`src/rtl/ex_mem_stage.sv`:
```
// -----------------------------------------------------------------------------
// ex_mem_stage
//
// EX/MEM pipeline register of the pipelined processor. It sits directly
// downstream of the 32-bit ALU. It registers the ALU result and the EX control
// bundle into the MEM stage, and it honours stall and flush from the hazard
// unit.
//
// A signed overflow on a trapping add/sub becomes a precise exception. The
// offending instruction is squashed, so it never writes a register or memory.
// Its PC is captured in epc, and trap_req stays high until the control unit
// acknowledges the trap.
//
// Ports
//   clk, rst              rising-edge clock, synchronous active-high reset
//   stall, flush          hazard-unit controls (flush wins over stall)
//   ex_*                  EX-stage instruction: valid, pc, rd, controls, store data
//   alu_out, alu_ovf      ALU result and MSB-slice signed-overflow flag
//   alu_ctl               ALU control code (0010 add, 0110 sub)
//   ovf_trap_en           instruction is a trapping signed op
//   exc_ack               control unit has taken the trap
//   mem_*                 registered MEM-stage copy; controls are 0 in a bubble
//   exc_ovf               one-cycle pulse on trap entry
//   trap_req              level, high for the whole TRAP state
//   epc                   PC of the squashed overflowing instruction
//   ovf_cnt               saturating count of overflow traps taken
// -----------------------------------------------------------------------------
module ex_mem_stage #(
    parameter int XLEN   = 32,
    parameter int RWIDTH = 5,
    parameter int CNT_W  = 8
) (
    input  logic              clk,
    input  logic              rst,
    input  logic              stall,
    input  logic              flush,
    input  logic              ex_valid,
    input  logic [XLEN-1:0]   ex_pc,
    input  logic [XLEN-1:0]   alu_out,
    input  logic              alu_ovf,
    input  logic [3:0]        alu_ctl,
    input  logic              ovf_trap_en,
    input  logic [RWIDTH-1:0] ex_rd,
    input  logic              ex_regwrite,
    input  logic              ex_memread,
    input  logic              ex_memwrite,
    input  logic              ex_memtoreg,
    input  logic [XLEN-1:0]   ex_store_data,
    input  logic              exc_ack,
    output logic              mem_valid,
    output logic [XLEN-1:0]   mem_alu_out,
    output logic [RWIDTH-1:0] mem_rd,
    output logic              mem_regwrite,
    output logic              mem_memread,
    output logic              mem_memwrite,
    output logic              mem_memtoreg,
    output logic [XLEN-1:0]   mem_store_data,
    output logic              exc_ovf,
    output logic              trap_req,
    output logic [XLEN-1:0]   epc,
    output logic [CNT_W-1:0]  ovf_cnt
);

    localparam logic [3:0]       ALU_ADD = 4'b0010;
    localparam logic [3:0]       ALU_SUB = 4'b0110;
    localparam logic [CNT_W-1:0] CNT_MAX = {CNT_W{1'b1}};
    localparam logic [CNT_W-1:0] CNT_ONE = {{(CNT_W-1){1'b0}}, 1'b1};

    typedef enum logic [0:0] {
        ST_RUN  = 1'b0,
        ST_TRAP = 1'b1
    } state_t;

    state_t state_r;
    state_t state_nxt_s;

    // Stage action chosen for this cycle. When neither load nor bubble is
    // set, every mem_* register holds.
    logic load_s;
    logic bubble_s;
    logic take_trap_s;
    logic hit_s;

    logic              mem_valid_r;
    logic [XLEN-1:0]   mem_alu_out_r;
    logic [RWIDTH-1:0] mem_rd_r;
    logic              mem_regwrite_r;
    logic              mem_memread_r;
    logic              mem_memwrite_r;
    logic              mem_memtoreg_r;
    logic [XLEN-1:0]   mem_store_data_r;
    logic              exc_ovf_r;
    logic              trap_req_r;
    logic [XLEN-1:0]   epc_r;
    logic [CNT_W-1:0]  ovf_cnt_r;

    // Only a valid trapping add/sub that overflowed raises the exception.
    // An overflow flag on addu, slt or a logic op has no effect.
    assign hit_s = ex_valid & ovf_trap_en & alu_ovf &
                   ((alu_ctl == ALU_ADD) | (alu_ctl == ALU_SUB));

    // Next-state and stage-action decode: flush > stall > normal in RUN.
    always_comb begin
        state_nxt_s = state_r;
        load_s      = 1'b0;
        bubble_s    = 1'b0;
        take_trap_s = 1'b0;
        case (state_r)
            ST_RUN: begin
                if (flush) begin
                    bubble_s = 1'b1;
                end else if (stall) begin
                    // The instruction is re-presented later, so a hit is ignored now.
                    bubble_s = 1'b0;
                end else if (hit_s) begin
                    // Squash the overflowing instruction so it never writes back.
                    bubble_s    = 1'b1;
                    take_trap_s = 1'b1;
                    state_nxt_s = ST_TRAP;
                end else begin
                    load_s = 1'b1;
                end
            end
            ST_TRAP: begin
                // EX inputs, stall and flush are all ignored while trapping.
                // The instruction in the ack cycle is discarded as well.
                bubble_s = 1'b1;
                if (exc_ack) begin
                    state_nxt_s = ST_RUN;
                end else begin
                    state_nxt_s = ST_TRAP;
                end
            end
            default: begin
                bubble_s    = 1'b1;
                state_nxt_s = ST_RUN;
            end
        endcase
    end

    // FSM state register.
    always_ff @(posedge clk) begin
        if (rst) begin
            state_r <= ST_RUN;
        end else begin
            state_r <= state_nxt_s;
        end
    end

    // MEM-stage pipeline registers: load, bubble (data holds) or hold.
    always_ff @(posedge clk) begin
        if (rst) begin
            mem_valid_r      <= 1'b0;
            mem_alu_out_r    <= {XLEN{1'b0}};
            mem_rd_r         <= {RWIDTH{1'b0}};
            mem_regwrite_r   <= 1'b0;
            mem_memread_r    <= 1'b0;
            mem_memwrite_r   <= 1'b0;
            mem_memtoreg_r   <= 1'b0;
            mem_store_data_r <= {XLEN{1'b0}};
        end else if (load_s) begin
            // Controls are gated by ex_valid so that they read 0 whenever mem_valid is 0.
            mem_valid_r      <= ex_valid;
            mem_alu_out_r    <= alu_out;
            mem_rd_r         <= ex_rd;
            mem_regwrite_r   <= ex_regwrite & ex_valid;
            mem_memread_r    <= ex_memread  & ex_valid;
            mem_memwrite_r   <= ex_memwrite & ex_valid;
            mem_memtoreg_r   <= ex_memtoreg & ex_valid;
            mem_store_data_r <= ex_store_data;
        end else if (bubble_s) begin
            mem_valid_r    <= 1'b0;
            mem_regwrite_r <= 1'b0;
            mem_memread_r  <= 1'b0;
            mem_memwrite_r <= 1'b0;
            mem_memtoreg_r <= 1'b0;
        end else begin
            mem_valid_r    <= mem_valid_r;
            mem_regwrite_r <= mem_regwrite_r;
            mem_memread_r  <= mem_memread_r;
            mem_memwrite_r <= mem_memwrite_r;
            mem_memtoreg_r <= mem_memtoreg_r;
        end
    end

    // Trap outputs: entry pulse, trap level, captured PC and saturating counter.
    always_ff @(posedge clk) begin
        if (rst) begin
            exc_ovf_r  <= 1'b0;
            trap_req_r <= 1'b0;
            epc_r      <= {XLEN{1'b0}};
            ovf_cnt_r  <= {CNT_W{1'b0}};
        end else begin
            exc_ovf_r  <= take_trap_s;
            // Registered copy of the next state, so the level covers the whole TRAP state.
            trap_req_r <= (state_nxt_s == ST_TRAP);
            if (take_trap_s) begin
                epc_r <= ex_pc;
                if (ovf_cnt_r != CNT_MAX) begin
                    ovf_cnt_r <= ovf_cnt_r + CNT_ONE;
                end else begin
                    ovf_cnt_r <= ovf_cnt_r;
                end
            end else begin
                epc_r     <= epc_r;
                ovf_cnt_r <= ovf_cnt_r;
            end
        end
    end

    assign mem_valid      = mem_valid_r;
    assign mem_alu_out    = mem_alu_out_r;
    assign mem_rd         = mem_rd_r;
    assign mem_regwrite   = mem_regwrite_r;
    assign mem_memread    = mem_memread_r;
    assign mem_memwrite   = mem_memwrite_r;
    assign mem_memtoreg   = mem_memtoreg_r;
    assign mem_store_data = mem_store_data_r;
    assign exc_ovf        = exc_ovf_r;
    assign trap_req       = trap_req_r;
    assign epc            = epc_r;
    assign ovf_cnt        = ovf_cnt_r;

endmodule

```
`config.mk`:
```
export PLATFORM = sky130hd
export DESIGN_NAME = ex_mem_stage
export DESIGN_NICKNAME = d
export VERILOG_FILES = /design/src/rtl/ex_mem_stage.sv
export SDC_FILE = /design/constraint.sdc
export NUM_CORES = 1
export LEC_CHECK = 0
export BUFFER_PORTS_ARGS = -buffer_cell sky130_fd_sc_hd__buf_4
export CAP_MARGIN = 5
export CORE_MARGIN = 2
export CORE_UTILIZATION = 44
export CTS_CLUSTER_DIAMETER = 120
export CTS_CLUSTER_SIZE = 8
export DETAILED_ROUTE_END_ITERATION = 7
export PLACE_DENSITY = 0.86
export RECOVER_POWER = 100
export SYNTH_ARGS = -nofsm -noshare
export SYNTH_HDL_FRONTEND = slang
export SYNTH_SLANG_ARGS = --single-unit
```
`constraint.sdc`:
```
create_clock -name clk -period 2.4 [get_ports clk]
set_input_delay 0.36 -clock clk [delete_from_list [all_inputs] [get_ports clk]]
set_output_delay 0.36 -clock clk [all_outputs]
set_load 0.03 [all_outputs]
```
==> flow_metrics.tcl, run 1 <==
set metrics [dict create \
    status "completed" \
    clockBufferDepth 2 \
    initial_core_util 0.448 \
    max_freq_ghz 0.499 \
    crit_type "reg -> reg" \
    die_w_um 101 \
    placed_area_um2 5950 \
    syn_area_um2 4100 \
    worstSetupEndpointType "flop" \
    cts_resized 0 \
    netlist.area_leader.share 0.567 \
    grt_start_max_net_pins 56 \
    cts_setup_buffers 0 \
    rsz0062_at_grt "false" \
    hold_path_class "in -> reg" \
    holdPathEnd "epc[20]" \
    port-buffer-count 231 \
    critPathMaxFanout 6 \
    p_total_mw 5.01 \
    final.min_clock_period_ns 2.01 \
    num_rows 35 \
    reg2reg_from "trap_req" \
    ir_drop_uv 603 \
    slew_headroom 0.535 \
    grt_pass1_wl_um 19500 \
    drc 0 \
    cts_hold_buf 0 \
    synth_edf_count 0 \
    crit_required_ns 2.82 \
    synth_seq_cells 116 \
    dr_total_vias 4335 \
    first_pass_iters 7 \
    layout-drive-gt1-share 0.211 \
    ys_types 29 \
    synth_area_per_cell_um2 7.94 \
    drt_wl_total_um 12600 \
    vias_per_cell 5.02 \
    wl_per_cell_um 14.5 \
    p_leak_nw 2.34 \
    r2r_setup_slack_ns 0.39 \
    yosysTopAreaCell "dfxtp_1" \
    clock-sinks 116 \
    cts_tree "done" \
    min_from "ex_pc[20]" \
    io_pins 233 \
    syn_nets 634 \
    clk_pin_slew_ns 0.06 \
    overflow 0 \
    tns_ns 0 \
    synth_cells 516 \
    antenna_cells 0 \
    gp_congestion 0.775 \
    rr_worst_depth 4 \
    synth_top_cells_by_count "nand2_1, dfxtp_1, a21oi_1, clkbuf_1, nor2_1" \
    ys_seq_area_frac 0.567 \
    whs_ns 0.104 \
    maxCapViolCount 0 \
    ant_nets 0 \
    drtIter0Drc 183 \
    cts-root-buf "clkbuf_8" \
    synth_ff_type "dfxtp_1" \
    coreArea_um2 9150 \
    finish.net_count 857 \
    final_hold_viol_count 0 \
    drv_slew 0 \
    synth_area_leaders "dfxtp_1, nand2_1, a21oi_1" \
    yosys_warnings 0 \
    n_fill_cell 819 \
    hpwl_um 9060 \
    track_usage 0.244 \
    async_reset_ff_frac 0 \
    dieArea_um2 10100 \
    syn2layout_area_growth_pct 48.8 \
    synth.most_common_cell "nand2_1" \
    arrival_ns 2.43 \
    skew_ns 0.00817 \
    die_height_um 101 \
    grt_pass1_vias 4181 \
    stdcell_area_um2 6100 \
    cts_inserted_buffers 17 \
    insertion_delay_ns 0.50 \
    p_per_area_nw_per_um2 822 \
    critPathLaunchType "flop" \
    fin_crit_sh 0.836 \
    antenna_found_initial 0 \
    min_delay_path_depth 3 \
    tightestPinTransition_ns 0.695 \
    setup_violations 0 \
    r2r_end "ovf_cnt[7]" \
    h-tree-depth 4 \
]
-- flip-flops by register name, summed over array words and instances, names as in the netlist --
signal          count
mem_alu_out        32
mem_store_data     32
mem_rd              5
mem_regwrite        1
mem_memread         1
mem_memtoreg        1
exc_ovf             1
mem_valid           1
trap_req            1
epc                32
mem_memwrite        1
ovf_cnt             8
-- layout by cell type, fill, tap and decap left out, types with 4 or more instances in the layout --
cell type,count
a21oi_1,109
a32oi_1,4
buf_4,121
clkbuf_1,117
clkbuf_16,16
clkinv_4,4
clkinvlp_4,4
dfxtp_1,116
nand2_1,204
nand3_1,4
nor2_1,7
o31ai_1,4
or3_1,6
-- kinds of logic after synthesis --
logic type,after synthesis,share of synthesized area
AOI/OAI and AO/OA,126,0.164
adders and majority gates,1,0.00305
buffers and inverters,39,0.0363
DFF,116,0.567
and+or+nand+nor,234,0.230
-- metrics by stage --
step	util	instances	setup slack, ns
2_1_floorplan	-	516	0.454
3_3_place_gp	0.650	831	0.307
3_5_place_dp	0.650	831	0.275
4_1_cts	0.716	863	0.455
5_1_grt	0.666	863	0.287
6_report	0.666	863	0.394
-- critical path, cell delays in order, from the launching register on --
cell,delay (ns)
dfxtp_1,0.35
or3_1,0.35
or4_1,0.58
or4_1,0.50
a21oi_1,0.16
-- layout make-up --
cell class / instances / area [um^2] / area share
Sequential cell: 116 / 2320 / 0.381
Multi-Input combinational cell: 361 / 1630 / 0.267
Timing Repair Buffer: 242 / 1400 / 0.229
Clock buffer: 18 / 428 / 0.0702
Clock inverter: 14 / 178 / 0.0291
Tap cell: 111 / 139 / 0.0228
Inverter: 1 / 3.75 / 0.000616
-- where the power goes --
group | internal (mW) | switching (mW) | leakage [nW]
clock | 1.62 | 0.909 | 0.284
combinational | 0.189 | 0.280 | 1.11
sequential | 1.98 | 0.0296 | 0.943
-- how the worst max path moves through the flow --
stage,startpoint,endpoint,slack [ns],cells past startpoint
finish,trap_req,ovf_cnt[7],0.39,4
global route,trap_req,mem_store_data[14],0.29,5
CTS,trap_req,ovf_cnt[7],0.46,4
detailed placement,alu_ctl[0],ovf_cnt[7],0.27,5
global placement,alu_ctl[0],ovf_cnt[4],0.31,5
floorplan,trap_req,ovf_cnt[7],0.45,4
-- layer usage --
layer / vias to the layer above / part of all wire / track usage
met4: 0 / 0.024 / 0.0906
li1: 2147 / - / -
met1: 1985 / 0.39 / 0.262
met5: - / 0 / 0
met3: 24 / 0.072 / 0.0839
met2: 179 / 0.52 / 0.440
(Power assumes the default switching activity.)
==> run 2: changes to the inputs <==
clock period = 2 ns   (was 2.4 ns; I/O delays follow)
==> flow_metrics.tcl, run 2 (synthesis results as in run 1) <==
set metrics [dict create \
    tightestPinTransition_ns 0.676 \
    io_pins 233 \
    final_core_util 0.674 \
    fin_ws_ns 0.107 \
    finish.net_count 861 \
    die_w_um 101 \
    dr_total_vias 4356 \
    vias_per_cell 5.02 \
    arrival_ns 2.31 \
    worstSetupEndpointType "flop" \
    syn2layout_area_growth_pct 50.5 \
    port-buffer-count 231 \
    drv_slew 0 \
    track_usage 0.238 \
    slew_headroom 0.550 \
    p_leak_nw 2.38 \
    critPathLaunchType "flop" \
    antenna_found_initial 0 \
    most-common-layout-cells "nand2_1, clkbuf_1, buf_4, dfxtp_1, a21oi_1" \
    ir_drop_uv 485 \
    hpwl_um 8970 \
    clk_pin_slew_ns 0.06 \
    maxCapViolCount 0 \
    stdcell_area_um2 6170 \
    ant_nets 0 \
    rsz0062_at_grt "false" \
    drtIter0Drc 156 \
    cts_resized 0 \
    hold_path_class "in -> reg" \
    final_common_cell "nand2_1" \
    place_ws_ns -0.0287 \
    gp_congestion 0.765 \
    tns_ns 0 \
    skew_ns 0.00850 \
    h-tree-depth 4 \
    crit_required_ns 2.42 \
    grt_start_max_net_pins 70 \
    cts-root-buf "clkbuf_8" \
    setup_violations 0 \
    insertion_delay_ns 0.51 \
    cts_tree "done" \
    initial_core_util 0.448 \
    first_pass_iters 4 \
    final.min_clock_period_ns 1.89 \
    antenna_cells 0 \
    max_freq_ghz 0.528 \
    coreArea_um2 9150 \
    fin_crit_sh 0.947 \
    placed_area_um2 6010 \
    layout-drive-gt1-share 0.213 \
    wl_per_cell_um 14.3 \
    drc 0 \
    overflow 0 \
    cts_inserted_buffers 17 \
    crit_type "reg -> reg" \
    critPathMaxFanout 5 \
    grt_pass1_vias 4112 \
    num_rows 35 \
    die_height_um 101 \
    grt_pass1_wl_um 18900 \
    dieArea_um2 10100 \
    final_hold_viol_count 0 \
    status "completed" \
    cts_setup_buffers 0 \
    clock-sinks 116 \
    clockBufferDepth 2 \
    drt_wl_total_um 12400 \
    cts_hold_buf 0 \
    p_per_area_nw_per_um2 1010 \
]
[run 2: per-layer routing]
metal	track usage	part of all wire
met2	0.424	0.53
met4	0.0948	0.025
met5	0	0
met1	0.260	0.38
met3	0.0777	0.069
[run 2: worst max-delay path: stages, from the launching register on]
cell and delay (ns):
dfxtp_1 0.30, or3_1 0.35, or4_4 0.50, clkbuf_2 0.15
or3_1 0.32, a21oi_1 0.18
[run 2: layout make-up]
cell class              count  area, um^2
multi-input cells         361        1640
clock buffers              20         445
clock inverters            12         201
repair buffers            246        1420
fillers                   855        2990
inverters                   1        3.75
flip-flops and latches    116        2320
well taps                 111         139
[run 2: final timing paths]
kind | cells after the start | slack, ns | start | endpoint
setup reg to reg | 5 | 0.11 | trap_req | ovf_cnt[3]
hold / removal | 3 | 0.03 | ex_pc[19] | epc[19]
setup / recovery | 5 | 0.11 | trap_req | ovf_cnt[3]
hold reg to reg | 2 | 0.45 | mem_store_data[3] | mem_store_data[3]
[run 2: metrics by stage]
step	total power [mW]	hold slack [ns]	instances
after floorplan	2.75	0.436	516
after global placement	3.07	0.442	835
after detailed placement	3.09	0.447	835
after CTS	6.36	0.0212	867
after global routing	6.46	0.0239	867
final	6.24	0.0339	867
[run 2: report_power, final]
part | total (mW) | internal [mW] | switching, mW
logic | 0.559 | 0.227 | 0.332
registers | 2.42 | 2.38 | 0.0347
clock network | 3.27 | 2.22 | 1.05
==> run 3: changes to the inputs <==
HOLD_SLACK_MARGIN = 0.15   (was default)
==> flow_metrics.tcl, run 3 (synthesis results as in run 1) <==
set metrics [dict create \
    insertion_delay_ns 0.51 \
    grt_pass1_vias 5361 \
    final_common_cell "nand2_1" \
    critPathMaxFanout 5 \
    status "completed" \
    final_hold_viol_count 0 \
    reg2reg_from "trap_req" \
    clockBufferDepth 2 \
    ant_nets 0 \
    grt.busiest_layer "met2" \
    critical_path.top_delay_family "simple AND/OR/NAND/NOR gates" \
    port-buffer-count 231 \
    tightestPinTransition_ns 0.751 \
    first_pass_iters 7 \
    post-place-cells 835 \
    crit_required_ns 2.41 \
    drtIter0Drc 226 \
    critPathLaunchType "flop" \
    io_pins 233 \
    drt_wl_total_um 17200 \
    critPathMaxStageDelay_ns 0.50 \
    maxCapViolCount 0 \
    layout-drive-gt1-share 0.191 \
    crit_slowest_cell "or4_4" \
    slew_headroom 0.500 \
    p_per_area_nw_per_um2 891 \
    cts_inserted_buffers 17 \
    ir_drop_uv 646 \
    holdPathEnd "mem_valid" \
    finish.net_count 972 \
    overflow 0 \
    cp_common_cell "or3_1" \
    clock-sinks 116 \
    hold_path_class "in -> reg" \
    die_w_um 101 \
    cts_tree "done" \
    min_from "flush" \
    initial_core_util 0.448 \
    r2r_setup_slack_ns 0.10 \
    path_buf_inv 1 \
    stdcell_count 979 \
    vias_per_cell 5.28 \
    final.min_clock_period_ns 1.90 \
    skew_ns 0.0132 \
    r2r_end "ovf_cnt[3]" \
    tns_ns 0 \
    grt_pass1_wl_um 25900 \
    crit_type "reg -> reg" \
    die_height_um 101 \
    gp_congestion 0.765 \
    use_met1 0.316 \
    grt_util_met3 0.103 \
    antenna_found_initial 0 \
    min_delay_path_depth 4 \
    rr_worst_depth 5 \
    p_leak_nw 2.86 \
    h-tree-depth 4 \
    coreArea_um2 9150 \
    drc 0 \
    num_rows 35 \
    dieArea_um2 10100 \
    arrival_ns 2.30 \
    grtUsageMet2 0.613 \
    setup_violations 0 \
    grt_start_max_net_pins 70 \
    fin_crit_sh 0.949 \
    rsz0062_at_grt "false" \
    syn2layout_area_growth_pct 78.6 \
    path_cells "or3_1, or4_4, clkbuf_2, or3_1, a21oi_1" \
    wl_per_cell_um 17.6 \
    cts-root-buf "clkbuf_8" \
    most-common-layout-cells "nand2_1, buf_4, clkbuf_1, dfxtp_1" \
    clk_pin_slew_ns 0.06 \
    p_total_mw 6.52 \
    max_freq_ghz 0.527 \
    worstSetupEndpointType "flop" \
    hpwl_um 8970 \
    dr_total_vias 5166 \
    drv_slew 0 \
    track_usage 0.331 \
]
==> run 3: worst max-delay path by stage <==
stage                     from          end  slack (ns)  depth (start not counted)
floorplan             trap_req   ovf_cnt[7]        0.05                          4
global placement    alu_ctl[0]   ovf_cnt[7]      -0.002                          5
detailed placement  alu_ctl[0]   ovf_cnt[3]       -0.03                          6
CTS                   trap_req  mem_memread        0.03                          7
global route          trap_req   ovf_cnt[0]        0.03                          6
finish                trap_req   ovf_cnt[3]        0.10                          5
==> run 3: power by group <==
part | internal (mW) | switching, mW
Combinational | 0.376 | 0.408
Clock | 2.22 | 1.10
Sequential | 2.38 | 0.0406
==> run 3: stage by stage <==
stage	setup slack (ns)	hold WS [ns]	util	instance area, um^2
CTS	0.0299	0.223	0.846	7740
global route	0.0257	0.254	0.799	7320
floorplan	0.0540	0.436	-	4100
finish	0.103	0.217	0.800	7320
detailed placement	-0.0287	0.447	0.656	6010
global placement	-0.00171	0.442	0.656	6010
==> run 3: final cells by class <==
class | instances | area (um^2)
clock buffer | 20 | 445
clock inverter | 12 | 201
tap | 111 | 139
sequential | 116 | 2320
multi-input combinational | 361 | 1650
fill | 627 | 1830
inverter | 1 | 3.75
antenna | 1 | 2.50
timing repair buffer | 357 | 2550
==> run 3: worst reg2reg max path: stages (launching register included) <==
cell	delay [ns]
dfxtp_1	0.31
or3_1	0.35
or4_4	0.50
clkbuf_2	0.15
or3_1	0.32
a21oi_1	0.19
==> run 3: layer usage <==
metal / vias to the layer above / routed length, um
met3: 89 / 1330
met2: 322 / 9140
met1: 2378 / 5750
met5: - / 0
met4: 0 / 989
li1: 2377 / -
==> run 3: what timing repair did <==
| action | 4_1_cts | 5_1_grt |
|---|---|---|
| hold buffers | 109 | 0 |
| buffers inserted | 0 | 1 |
| resized for setup | 0 | 2 |
| hold endpoints to repair | 107 | 0 |
| setup endpoints to repair | 0 | 1 |
